==> src/rtl/stopwatch_pkg.sv <==
// Shared encodings and constants for the stopwatch control block.
//   MODE_W    : width of the mode/state encoding
//   MAX_COUNT : terminal value of the seconds and minutes counters
//   mode_e    : controller states as seen on the mode output
//   cmd_t     : one-cycle counter command bundle
package stopwatch_pkg;

  localparam int unsigned MODE_W    = 2;
  localparam int unsigned MAX_COUNT = 59;

  typedef enum logic [MODE_W-1:0] {
    RUN     = 2'd0,
    PAUSE   = 2'd1,
    ADJ_MIN = 2'd2,
    ADJ_SEC = 2'd3
  } mode_e;

  typedef struct packed {
    logic sec_inc;
    logic sec_clr;
    logic min_inc;
    logic min_clr;
  } cmd_t;

endpackage

==> src/rtl/stopwatch_ctrl_if.sv <==
// Signal bundle between the stopwatch controller and its environment.
//   inputs to the controller : pause, sel, adj, onehz_clk, twohz_clk,
//                              sec_max, min_max
//   outputs of the controller: sec_inc, sec_clr, min_inc, min_clr,
//                              blink_min, blink_sec, mode, paused
// master = environment side (buttons, dividers, counter), slave = controller.
interface stopwatch_ctrl_if;
  import stopwatch_pkg::*;

  logic              pause;
  logic              sel;
  logic              adj;
  logic              onehz_clk;
  logic              twohz_clk;
  logic              sec_max;
  logic              min_max;
  logic              sec_inc;
  logic              sec_clr;
  logic              min_inc;
  logic              min_clr;
  logic              blink_min;
  logic              blink_sec;
  logic [MODE_W-1:0] mode;
  logic              paused;

  modport master (
    output pause, sel, adj, onehz_clk, twohz_clk, sec_max, min_max,
    input  sec_inc, sec_clr, min_inc, min_clr, blink_min, blink_sec, mode, paused
  );

  modport slave (
    input  pause, sel, adj, onehz_clk, twohz_clk, sec_max, min_max,
    output sec_inc, sec_clr, min_inc, min_clr, blink_min, blink_sec, mode, paused
  );

endinterface

==> src/rtl/rise_edge.sv <==
// Rising-edge detector for a level synchronous to clk.
//   clk, rst : clock and asynchronous active-high reset
//   d        : sampled level
//   rise_c   : combinational, high when d==1 now and d==0 at the previous edge
// RST_VAL sets the remembered "previous" level out of reset; 1 suppresses an
// edge for a level that is already high when reset releases.
module rise_edge #(
  parameter logic RST_VAL = 1'b0
) (
  input  logic clk,
  input  logic rst,
  input  logic d,
  output logic rise_c
);

  logic prev;

  always_ff @(posedge clk or posedge rst) begin
    if (rst) prev <= RST_VAL;
    else     prev <= d;
  end

  assign rise_c = d & ~prev;

endmodule

==> src/rtl/stopwatch_ctrl.sv <==
// Stopwatch controller: run/pause/adjust state machine issuing single-cycle
// increment/clear commands to an external MM:SS counter.
//   clk, rst : clock and asynchronous active-high reset
//   bus      : stopwatch_ctrl_if.slave (buttons, tick levels, counter maxima in;
//              counter commands, blink enables, mode and paused flag out)
module stopwatch_ctrl
  import stopwatch_pkg::*;
(
  input logic             clk,
  input logic             rst,
  stopwatch_ctrl_if.slave bus
);

  logic  pause_rise;
  logic  onehz_rise;
  logic  twohz_rise;

  mode_e state, state_n;
  logic  paused_q, paused_n;
  cmd_t  cmd_q, cmd_n;
  logic  blink_min_q, blink_min_n;
  logic  blink_sec_q, blink_sec_n;

  // Pause starts "high" so a button held through reset release is not an edge.
  rise_edge #(.RST_VAL(1'b1)) u_pause_edge (
    .clk(clk), .rst(rst), .d(bus.pause), .rise_c(pause_rise)
  );

  rise_edge #(.RST_VAL(1'b0)) u_onehz_edge (
    .clk(clk), .rst(rst), .d(bus.onehz_clk), .rise_c(onehz_rise)
  );

  rise_edge #(.RST_VAL(1'b0)) u_twohz_edge (
    .clk(clk), .rst(rst), .d(bus.twohz_clk), .rise_c(twohz_rise)
  );

  // State, paused flag, commands and blink enables.
  always_ff @(posedge clk or posedge rst) begin
    if (rst) begin
      state       <= RUN;
      paused_q    <= 1'b0;
      cmd_q       <= '0;
      blink_min_q <= 1'b0;
      blink_sec_q <= 1'b0;
    end else begin
      state       <= state_n;
      paused_q    <= paused_n;
      cmd_q       <= cmd_n;
      blink_min_q <= blink_min_n;
      blink_sec_q <= blink_sec_n;
    end
  end

  // Next state from the switches; commands from the current (pre-update) state.
  always_comb begin
    state_n     = state;
    paused_n    = paused_q;
    cmd_n       = '0;
    blink_min_n = 1'b0;
    blink_sec_n = 1'b0;

    if (pause_rise) paused_n = ~paused_q;

    if (bus.adj) state_n = bus.sel ? ADJ_SEC : ADJ_MIN;
    else         state_n = paused_n ? PAUSE : RUN;

    blink_min_n = (state_n == ADJ_MIN);
    blink_sec_n = (state_n == ADJ_SEC);

    case (state)
      RUN: begin
        if (onehz_rise) begin
          if (bus.sec_max) begin
            cmd_n.sec_clr = 1'b1;
            if (bus.min_max) cmd_n.min_clr = 1'b1;
            else             cmd_n.min_inc = 1'b1;
          end else begin
            cmd_n.sec_inc = 1'b1;
          end
        end
      end
      ADJ_SEC: begin
        if (twohz_rise) begin
          if (bus.sec_max) cmd_n.sec_clr = 1'b1;
          else             cmd_n.sec_inc = 1'b1;
        end
      end
      ADJ_MIN: begin
        if (twohz_rise) begin
          if (bus.min_max) cmd_n.min_clr = 1'b1;
          else             cmd_n.min_inc = 1'b1;
        end
      end
      PAUSE:   ;
      default: ;
    endcase
  end

  assign bus.sec_inc   = cmd_q.sec_inc;
  assign bus.sec_clr   = cmd_q.sec_clr;
  assign bus.min_inc   = cmd_q.min_inc;
  assign bus.min_clr   = cmd_q.min_clr;
  assign bus.blink_min = blink_min_q;
  assign bus.blink_sec = blink_sec_q;
  assign bus.mode      = state;
  assign bus.paused    = paused_q;

endmodule
==> src/flat_wrapper.sv <==
// flat-port wrapper written by rule: the top's interface ports become plain ports
module stopwatch_ctrl_flat import stopwatch_pkg::*;
  (clk, rst, bus_pause, bus_sel, bus_adj, bus_onehz_clk, bus_twohz_clk, bus_sec_max, bus_min_max, bus_sec_inc, bus_sec_clr, bus_min_inc, bus_min_clr, bus_blink_min, bus_blink_sec, bus_mode, bus_paused);
  stopwatch_ctrl_if bus_i ();
  input logic clk;
  input logic rst;
  input wire logic [$bits(bus_i.pause)-1:0] bus_pause;
  input wire logic [$bits(bus_i.sel)-1:0] bus_sel;
  input wire logic [$bits(bus_i.adj)-1:0] bus_adj;
  input wire logic [$bits(bus_i.onehz_clk)-1:0] bus_onehz_clk;
  input wire logic [$bits(bus_i.twohz_clk)-1:0] bus_twohz_clk;
  input wire logic [$bits(bus_i.sec_max)-1:0] bus_sec_max;
  input wire logic [$bits(bus_i.min_max)-1:0] bus_min_max;
  output wire logic [$bits(bus_i.sec_inc)-1:0] bus_sec_inc;
  output wire logic [$bits(bus_i.sec_clr)-1:0] bus_sec_clr;
  output wire logic [$bits(bus_i.min_inc)-1:0] bus_min_inc;
  output wire logic [$bits(bus_i.min_clr)-1:0] bus_min_clr;
  output wire logic [$bits(bus_i.blink_min)-1:0] bus_blink_min;
  output wire logic [$bits(bus_i.blink_sec)-1:0] bus_blink_sec;
  output wire logic [$bits(bus_i.mode)-1:0] bus_mode;
  output wire logic [$bits(bus_i.paused)-1:0] bus_paused;
  assign bus_i.pause = bus_pause;
  assign bus_i.sel = bus_sel;
  assign bus_i.adj = bus_adj;
  assign bus_i.onehz_clk = bus_onehz_clk;
  assign bus_i.twohz_clk = bus_twohz_clk;
  assign bus_i.sec_max = bus_sec_max;
  assign bus_i.min_max = bus_min_max;
  assign bus_sec_inc = bus_i.sec_inc;
  assign bus_sec_clr = bus_i.sec_clr;
  assign bus_min_inc = bus_i.min_inc;
  assign bus_min_clr = bus_i.min_clr;
  assign bus_blink_min = bus_i.blink_min;
  assign bus_blink_sec = bus_i.blink_sec;
  assign bus_mode = bus_i.mode;
  assign bus_paused = bus_i.paused;
  stopwatch_ctrl u_core (.clk(clk), .rst(rst), .bus(bus_i));
endmodule
==> config.mk <==
export PLATFORM = sky130hd
export DESIGN_NAME = stopwatch_ctrl_flat
export DESIGN_NICKNAME = d
export VERILOG_FILES = /design/src/rtl/stopwatch_pkg.sv /design/src/rtl/stopwatch_ctrl_if.sv /design/src/rtl/rise_edge.sv /design/src/rtl/stopwatch_ctrl.sv /design/src/flat_wrapper.sv
export SDC_FILE = /design/constraint.sdc
export NUM_CORES = 1
export LEC_CHECK = 0
export CAP_MARGIN = 20
export CORE_AREA = 2 2 39 41
export DETAILED_ROUTE_END_ITERATION = 7
export DIE_AREA = 0 0 41 43
export PLACE_DENSITY = 0.67
export SYNTH_ARGS = -nofsm -noshare
export SYNTH_HDL_FRONTEND = slang
export SYNTH_SLANG_ARGS = --single-unit
export TNS_END_PERCENT = 1
==> constraint.sdc <==
create_clock -name clk -period 1.13 [get_ports clk]
set_clock_uncertainty 0.05 [all_clocks]
set_input_delay 0.113 -clock clk [delete_from_list [all_inputs] [get_ports clk]]
set_output_delay 0.113 -clock clk [all_outputs]
set_load 0.01 [all_outputs]
Word level (Yosys, flattened, before mapping). Index checks and enable logic that the tools add are counted.

Memories: 0. Logic and storage cells: 37. Bits of input ports: 9. Bits in latches: 0. Bits in writable memories: 0. Register bits: 12. Bits in read-only memories: 0. Output and inout bits: 9.

Bitwise gates (word level): 7. Div/mod/pow operators: 0. Equal/unequal tests: 4. Reductions and logical operators: 1. $add $sub $neg: 0. Multiplexer cells: 14. Magnitude comparators: 0. Shift operators: 0. Multiply operators: 0.

Operators by type and width (count): $eq 2x2->1 const B (4); $pmux 2 s2 (2); $mux 1 (7); $mux 2 (3); $mux 4 (1); $not 1->1 (4); $and 1x1->1 (3); $mux 3 (1); $logic_not 2->1 (1).

Logic depth before layout (Yosys ltp). Gate-level depths: netlist (run 1).

Depth after elaboration: 6. Mapped depth: 4. Mapped depth without buffers: 4.

Hierarchy. A second synthesis (run 1) with hierarchy kept.

Cell total of the unflattened synthesis: 34. Area, all modules: 475.5 sq um.

By module, submodules not included: stopwatch_ctrl (area an instance 346.6 sq um, sequential area each 225.2 sq um, instances 1, cells each 25); rise_edge at u_core.u_onehz_edge ... (area an instance 42.5 sq um, sequential area each 25.0 sq um, instances 2, cells each 3); rise_edge at u_core.u_pause_edge (area an instance 43.8 sq um, sequential area each 26.3 sq um, instances 1, cells each 3).

Least setup slack after synthesis (run 1). No wires, ideal clock.

Kind: register to register. Start: reg u_core.state[0], in the netlist u_core.bus.mode[0]. End: reg u_core.cmd_q, in the netlist u_core.bus.sec_clr. Data required time: 1.003 ns. Path slack: 0.008 ns. Cell stages (with the launch flop): 5. Clock period less this slack: 1.122 ns. Setup time: 0.077 ns. Arrival: 0.994 ns. Cells stage by stage: dfrtp_1 inv_1 ha_1 nand2b_1 a21oi_1.

RTL lines: from (decl) (line stopwatch_ctrl.sv:18) `mode_e state, state_n;`; from (signal assigned) (line stopwatch_ctrl.sv:46) `state <= state_n;`; to (signal assigned) (line stopwatch_ctrl.sv:48) `cmd_q <= cmd_n;`; to (decl) (line stopwatch_ctrl.sv:20) `cmd_t cmd_q, cmd_n;`.

==> results.toml, run 1 <==
[outcome]
status = "complete, no violations"

[synthesis]
synth_top_area_share_pct = 57.4
ys.flop_type = "dfrtp_1"
yosysMostFrequentCell = "dfrtp_1"
ys_warn_count = 0
seq_area_frac_synth_pct = 62.9
synth_nets = 46
yosysTopAreaCell = "dfrtp_1"
syn_inst = 34
synth_area_leaders = "dfrtp_1, ha_1, dfstp_2"
synth_edf_count = 0
avgSynthCellArea_um2 = 14.1
ys_ff_latch = 12
syn_area_um2 = 479
async_reset_ff_share_pct = 100
ys_top_cells_by_count = "dfrtp_1, ha_1, inv_1"
ys_types = 17

[sta]
fin_ws_ns = 0.00974
setup_violations = 0
fmaxAchievable_mhz = 893
timing.final.crit_period_ns = 1.12
report.final.slew_viol_count = 0
fin_setup_tns_ns = 0
min_period_over_period_pct = 99.1
relSlewSlack_pct = 81.7
hold_viol = 0
worst_slew_pin_slew_ns = 0.271
rsz0062_at_grt = "true"

[layout]
n_fill_cell = 137
syn_to_final_growth_pct = 51.2
nNetsFinal = 71
drive_above_1_share_pct = 24.1
n_antenna_cell = 0

[clock_tree]
clock-sinks = 12
clk_pin_slew_ns = 0.07
ctsHoldBuffers = 0
tritoncts = "built"
clock_path_buffers = 2
root_buffer = "clkbuf_4"
cts_buffers = 3
clk_latency_ns = 0.26
ctsHtreeMaxLevel = 1

[drt]
drc = 0
routed_wl_um = 856
vias = 344
firstDrtPassIters = 2
post_drt_via_cell_ratio = 4.65
wire_per_inst_um = 11.6
ant_nets = 0
drt_iter0_markers = 1

[critical_path]
cp.arrival_ns = 1.26
cp.required_ns = 1.27
path_delay_family = "flip-flops"
start_kind = "flop"
crit_chain = "buf_6, inv_4, ha_4, nand2b_1, a21oi_1"
cpPeakStageDelay_ns = 0.40
critPathCaptureType = "flop"
critical_path_buf_inv_count = 2
criticalPathCategory = "flop to flop"
rrSetupSlack_ns = 0.01
cp_slowest_cell = "dfrtp_1"
critPathMaxFanout = 3

[floorplanning]
pin_count = 18
die_w_um = 41
die_y_um = 43
placementRows = 14
initial_utilization_pct = 34.6
die-area_um2 = 1760
core_area_um2 = 1380

[global_route]
grt_max_degree = 13
grt_first_pass_wirelength_um = 1390
grt_pass1_vias = 342
grt_use_met1_pct = 13.3
antenna_found_initial = 0
grt_util_met3_pct = 6.28
grt_most_used_layer = "met2"
overflow = 0
use_met2_pct = 20.0
grt_util_all_layers_pct = 13.0

[run]
maxCapViolCount = 0

[pwr]
leakage_nw = 0.354
ir_worst_vdd_uv = 989
power_density_nw_per_um2 = 1430
p_total_mw = 1.04

[placement]
post-place-ws_ns = -0.116
gp_congestion = 0.608
port_buffers = 17
dp_hpwl_um = 665

[worst_hold_path]
hold_class = "input pin to async pin"
[logic make-up (layout without fill, tap and decap cells)]
kind of cell	Yosys count	in the layout	share of synthesized area [%]
and+or+nand+nor	10	10	17.2
AOI/OAI and AO/OA	5	5	7.83
DFF	12	12	62.9
xor gates and xnor gates	1	1	1.83
buffers and inverters	3	27	2.35
adders and majority gates	3	3	7.83
[timing repair]
item / in CTS / in global routing
setup buffers: 1 / 0
resized for setup: 14 / 3
endpoints found under the setup margin: 10 / 5
pin swaps: 0 / 2
gates cloned: 0 / 0
[state kept, by name, summed over array words and instances, names as in the netlist]
| name | count |
|---|---|
| u_core.u_onehz_edge.prev | 1 |
| u_core.bus.blink_sec | 1 |
| u_core.bus.min_inc | 1 |
| u_core.bus.blink_min | 1 |
| u_core.u_twohz_edge.prev | 1 |
| u_core.bus.sec_inc | 1 |
| u_core.bus.paused | 1 |
| u_core.bus.mode | 2 |
| u_core.bus.sec_clr | 1 |
| u_core.bus.min_clr | 1 |
| u_core.u_pause_edge.prev | 1 |
[cells in the final DEF, fill, tap and decap left out]
cell type and n:
dfrtp_1 11, clkdlybuf4s50_1 8, dlygate4sd2_1 8, clkbuf_4 3, nand3b_1 2, a21oi_1 2
nand2b_1 2, buf_4 2, inv_4 1, nand4b_1 1, a21boi_1 1, inv_2 1
nand3b_4 1, a211oi_2 1, and2_1 1, nor2b_1 1, inv_1 1, xnor2_1 1
nor2_1 1, nor4bb_1 1, a211oi_1 1, ha_4 1, ha_1 1, ha_2 1
clkbuf_1 1, clkbuf_2 1, buf_6 1, dfstp_2 1
[worst reg2reg max path, cell delays in order, from the launching register on]
cell	delay, ns
dfrtp_1	0.40
buf_6	0.13
inv_4	0.05
ha_4	0.19
nand2b_1	0.13
a21oi_1	0.11
[area by class of cell]
| cell class | count | area, µm² | share of cell area [%] |
|---|---|---|---|
| timing repair buffer | 20 | 181 | 25.0 |
| clock buffer | 4 | 26.3 | 3.63 |
| inverter | 3 | 13.8 | 1.90 |
| tap | 16 | 20.0 | 2.76 |
| multi-input combinational | 19 | 181 | 25.0 |
| sequential | 12 | 302 | 41.6 |
[final timing paths]
| kind | cells after the start | start | to |
|---|---|---|---|
| worst max-delay path | 5 | u_core.bus.mode[1] | u_core.bus.sec_clr |
| worst min-delay path | 3 | rst | u_core.bus.blink_sec |
| worst max register to register | 5 | u_core.bus.mode[1] | u_core.bus.sec_clr |
| worst min register to register | 2 | u_core.u_onehz_edge.prev | u_core.bus.min_clr |
| max in group asynchronous | 3 | rst | u_core.u_pause_edge.prev |
| min in group clk | 1 | bus_pause | u_core.u_pause_edge.prev |
[routing by layer]
| metal | wire length [µm] | vias to the layer above |
|---|---|---|
| li1 | - | 164 |
| met1 | 318 | 164 |
| met2 | 463 | 14 |
| met3 | 62 | 2 |
| met4 | 12 | 0 |
| met5 | 0 | - |
[metrics by stage]
| step | instances | util (%) | hold WS (ns) | instance area (µm²) |
|---|---|---|---|---|
| finish | 74 | 52.4 | 0.0686 | 724 |
| global route | 74 | 52.4 | 0.0910 | 724 |
| detailed placement | 69 | 49.5 | 0.362 | 684 |
| CTS | 74 | 52.5 | 0.0675 | 727 |
| floorplan | 34 | - | -0.0730 | 479 |
| global placement | 69 | 49.5 | 0.360 | 684 |
[power by group]
part	total [mW]	internal (mW)	switching [mW]
registers	0.500	0.475	0.0252
logic	0.273	0.153	0.120
clock network	0.266	0.136	0.130
total	1.04	0.764	0.275
(Power assumes the default switching activity.)
==> run 2: changes to the inputs <==
GPL_ROUTABILITY_DRIVEN = 0   (was unset)
SYNTH_HIERARCHICAL = 1   (was unset)
==> run 2 against run 1 <==
Worst hold slack lost 0.052 ns. Utilization down 1.2 points. Die area unchanged. Sequential power up 1%. Highest routed layer is now met3. Wire length shrank 6.4%. Largest cell class unchanged. Non-clock buffer count fell by 2. Critical endpoint is now u_core/bus.sec_clr.
==> results.toml, run 2 <==
[outcome]
status = "complete, no violations"

[critical_path]
criticalPathCategory = "flop to flop"
r2r-start = "u_core/bus.mode[0]"
critPathMaxFanout = 3
r2r-end = "u_core/bus.sec_clr"
critPathCaptureType = "flop"
cp.arrival_ns = 1.24
cp.required_ns = 1.26
rrSetupSlack_ns = 0.02
start_kind = "flop"
reg2regPathDepth = 3

[layout]
drive_above_1_share_pct = 23.2
largest_reg_flops = 2
nNetsFinal = 69
final_cell_mix = "dfrtp_1, clkdlybuf4s50_1, dlygate4sd2_1, inv_1"
n_antenna_cell = 0
syn_to_final_growth_pct = 48.9
mostFrequentLayoutCell = "dfrtp_1"
final_cells = 72
fin_util_pct = 51.2

[drt]
drc = 0
post_drt_via_cell_ratio = 4.28
routed_wl_um = 801
vias = 308
firstDrtPassIters = 2
ant_nets = 0
wire_per_inst_um = 11.1
drt_iter0_markers = 1

[floorplanning]
die-area_um2 = 1760
core_area_um2 = 1380
pin_count = 18
die_y_um = 43
placementRows = 14
initial_utilization_pct = 34.4
die_w_um = 41

[clock_tree]
cts_buffers = 3
clk_pin_slew_ns = 0.07
tritoncts = "built"
clock-sinks = 12
postCtsSetupBuffers = 0
ctsHtreeMaxLevel = 1
clk_latency_ns = 0.26
ctsHoldBuffers = 0
clock_path_buffers = 2
root_buffer = "clkbuf_4"

[synthesis]
ys.flop_type = "dfrtp_1"
yosysTopAreaCell = "dfrtp_1"
synth_top_area_share_pct = 57.9
syn_inst = 34
ys_warn_count = 6
yosysMostFrequentCell = "dfrtp_1"
ys_top_cells_by_count = "dfrtp_1, inv_1, ha_1, nor2b_4"
avgSynthCellArea_um2 = 14.0
syn_area_um2 = 475
seq_area_frac_synth_pct = 63.4
synth_nets = 46
synth_edf_count = 0
ys_ff_latch = 12
ys_types = 15
synth_area_leaders = "dfrtp_1, nor2b_4, ha_1"
async_reset_ff_share_pct = 100

[pwr]
leakage_nw = 0.364
power_density_nw_per_um2 = 1390
ir_worst_vdd_uv = 704

[sta]
setup_violations = 0
relSlewSlack_pct = 77.2
min_period_over_period_pct = 98.3
report.final.slew_viol_count = 0
hold_viol = 0
fin_ws_ns = 0.0192
fmaxAchievable_mhz = 900
worst_slew_pin_slew_ns = 0.341
timing.final.crit_period_ns = 1.11
rsz0062_at_grt = "true"

[placement]
dp_cells = 68
port_buffers = 17
post-place-ws_ns = -0.0754
dp_hpwl_um = 638

[global_route]
grt_util_met3_pct = 6.28
overflow = 0
use_met2_pct = 17.5
grt_util_all_layers_pct = 10.6
grt_use_met1_pct = 12.2
grt_first_pass_wirelength_um = 1240
grt_max_degree = 10
antenna_found_initial = 0
grt_pass1_vias = 323
grt_most_used_layer = "met2"

[run]
maxCapViolCount = 0

[worst_hold_path]
hold_class = "input pin to async pin"
-- run 2: cell count changes after synthesis, moves of 2 or more --
cell,previous run,this run
nand3b_1,2,0
nor2b_4,0,3
nand2b_1,2,0
a21oi_1,2,0
inv_1,3,6
-- run 2: worst max path at each step --
stage	start	end	slack, ns
6_report	u_core/bus.mode[0]	u_core/bus.sec_clr	0.02
5_1_grt	u_core/bus.mode[0]	u_core/bus.sec_clr	-0.06
4_1_cts	u_core/bus.mode[1]	bus_mode[1]	0.0003
3_5_place_dp	bus_pause	u_core/bus.mode[0]	-0.08
3_3_place_gp	bus_twohz_clk	u_core/bus.sec_clr	-0.02
2_1_floorplan	u_core/bus.mode[0]	u_core/bus.min_clr	0.02
-- run 2: critical path, stage by stage (launching register included) --
cell	delay (ns)
dfrtp_1	0.40
inv_1	0.09
ha_2	0.29
nor3b_2	0.20
-- run 2: layer usage --
metal,vias to the layer above,part of all wire (%)
li1,149,-
met1,149,35
met2,10,58
met3,0,6.6
met4,0,0
met5,-,0
-- run 2: power breakdown --
part / total (mW) / switching, mW / internal, mW
clock network: 0.257 / 0.121 / 0.136
logic: 0.219 / 0.0997 / 0.119
registers: 0.507 / 0.0306 / 0.476
-- run 2: area by class of cell --
type                       instances  area [µm²]
fill                             134         676
inverter                           6        22.5
multi-input combinational         16         169
timing repair buffer              18         169
sequential                        12         302
tap                               16        20.0
clock buffer                       4        26.3
-- run 2: kinds of logic (layout without fill, tap and decap cells) --
| group | count (synthesis) | count (layout) | synth area share (%) |
|---|---|---|---|
| AOI/OAI and AO/OA | 3 | 3 | 5.53 |
| xor gates and xnor gates | 1 | 1 | 1.84 |
| adders and majority gates | 3 | 3 | 7.90 |
| buffers and inverters | 6 | 28 | 4.74 |
| DFF | 12 | 12 | 63.4 |
| and+or+nand+nor | 9 | 9 | 16.6 |
-- run 2: repair_timing --
action                     in CTS  in global routing
cloned                          0                  0
pin swaps                       1                  1
setup endpoints to repair      11                  7
gates resized for setup         9                  6
-- run 2: per-stage QoR --
step	instance area (µm²)	TNS (ns)	total power, mW	hold slack [ns]
2_1_floorplan	475	0	0.608	-0.208
3_3_place_gp	673	-0.0717	0.739	0.291
3_5_place_dp	673	-0.155	0.743	0.309
4_1_cts	688	0	0.978	0.0234
5_1_grt	708	-0.112	1.05	0.0356
6_report	708	0	0.983	0.0166
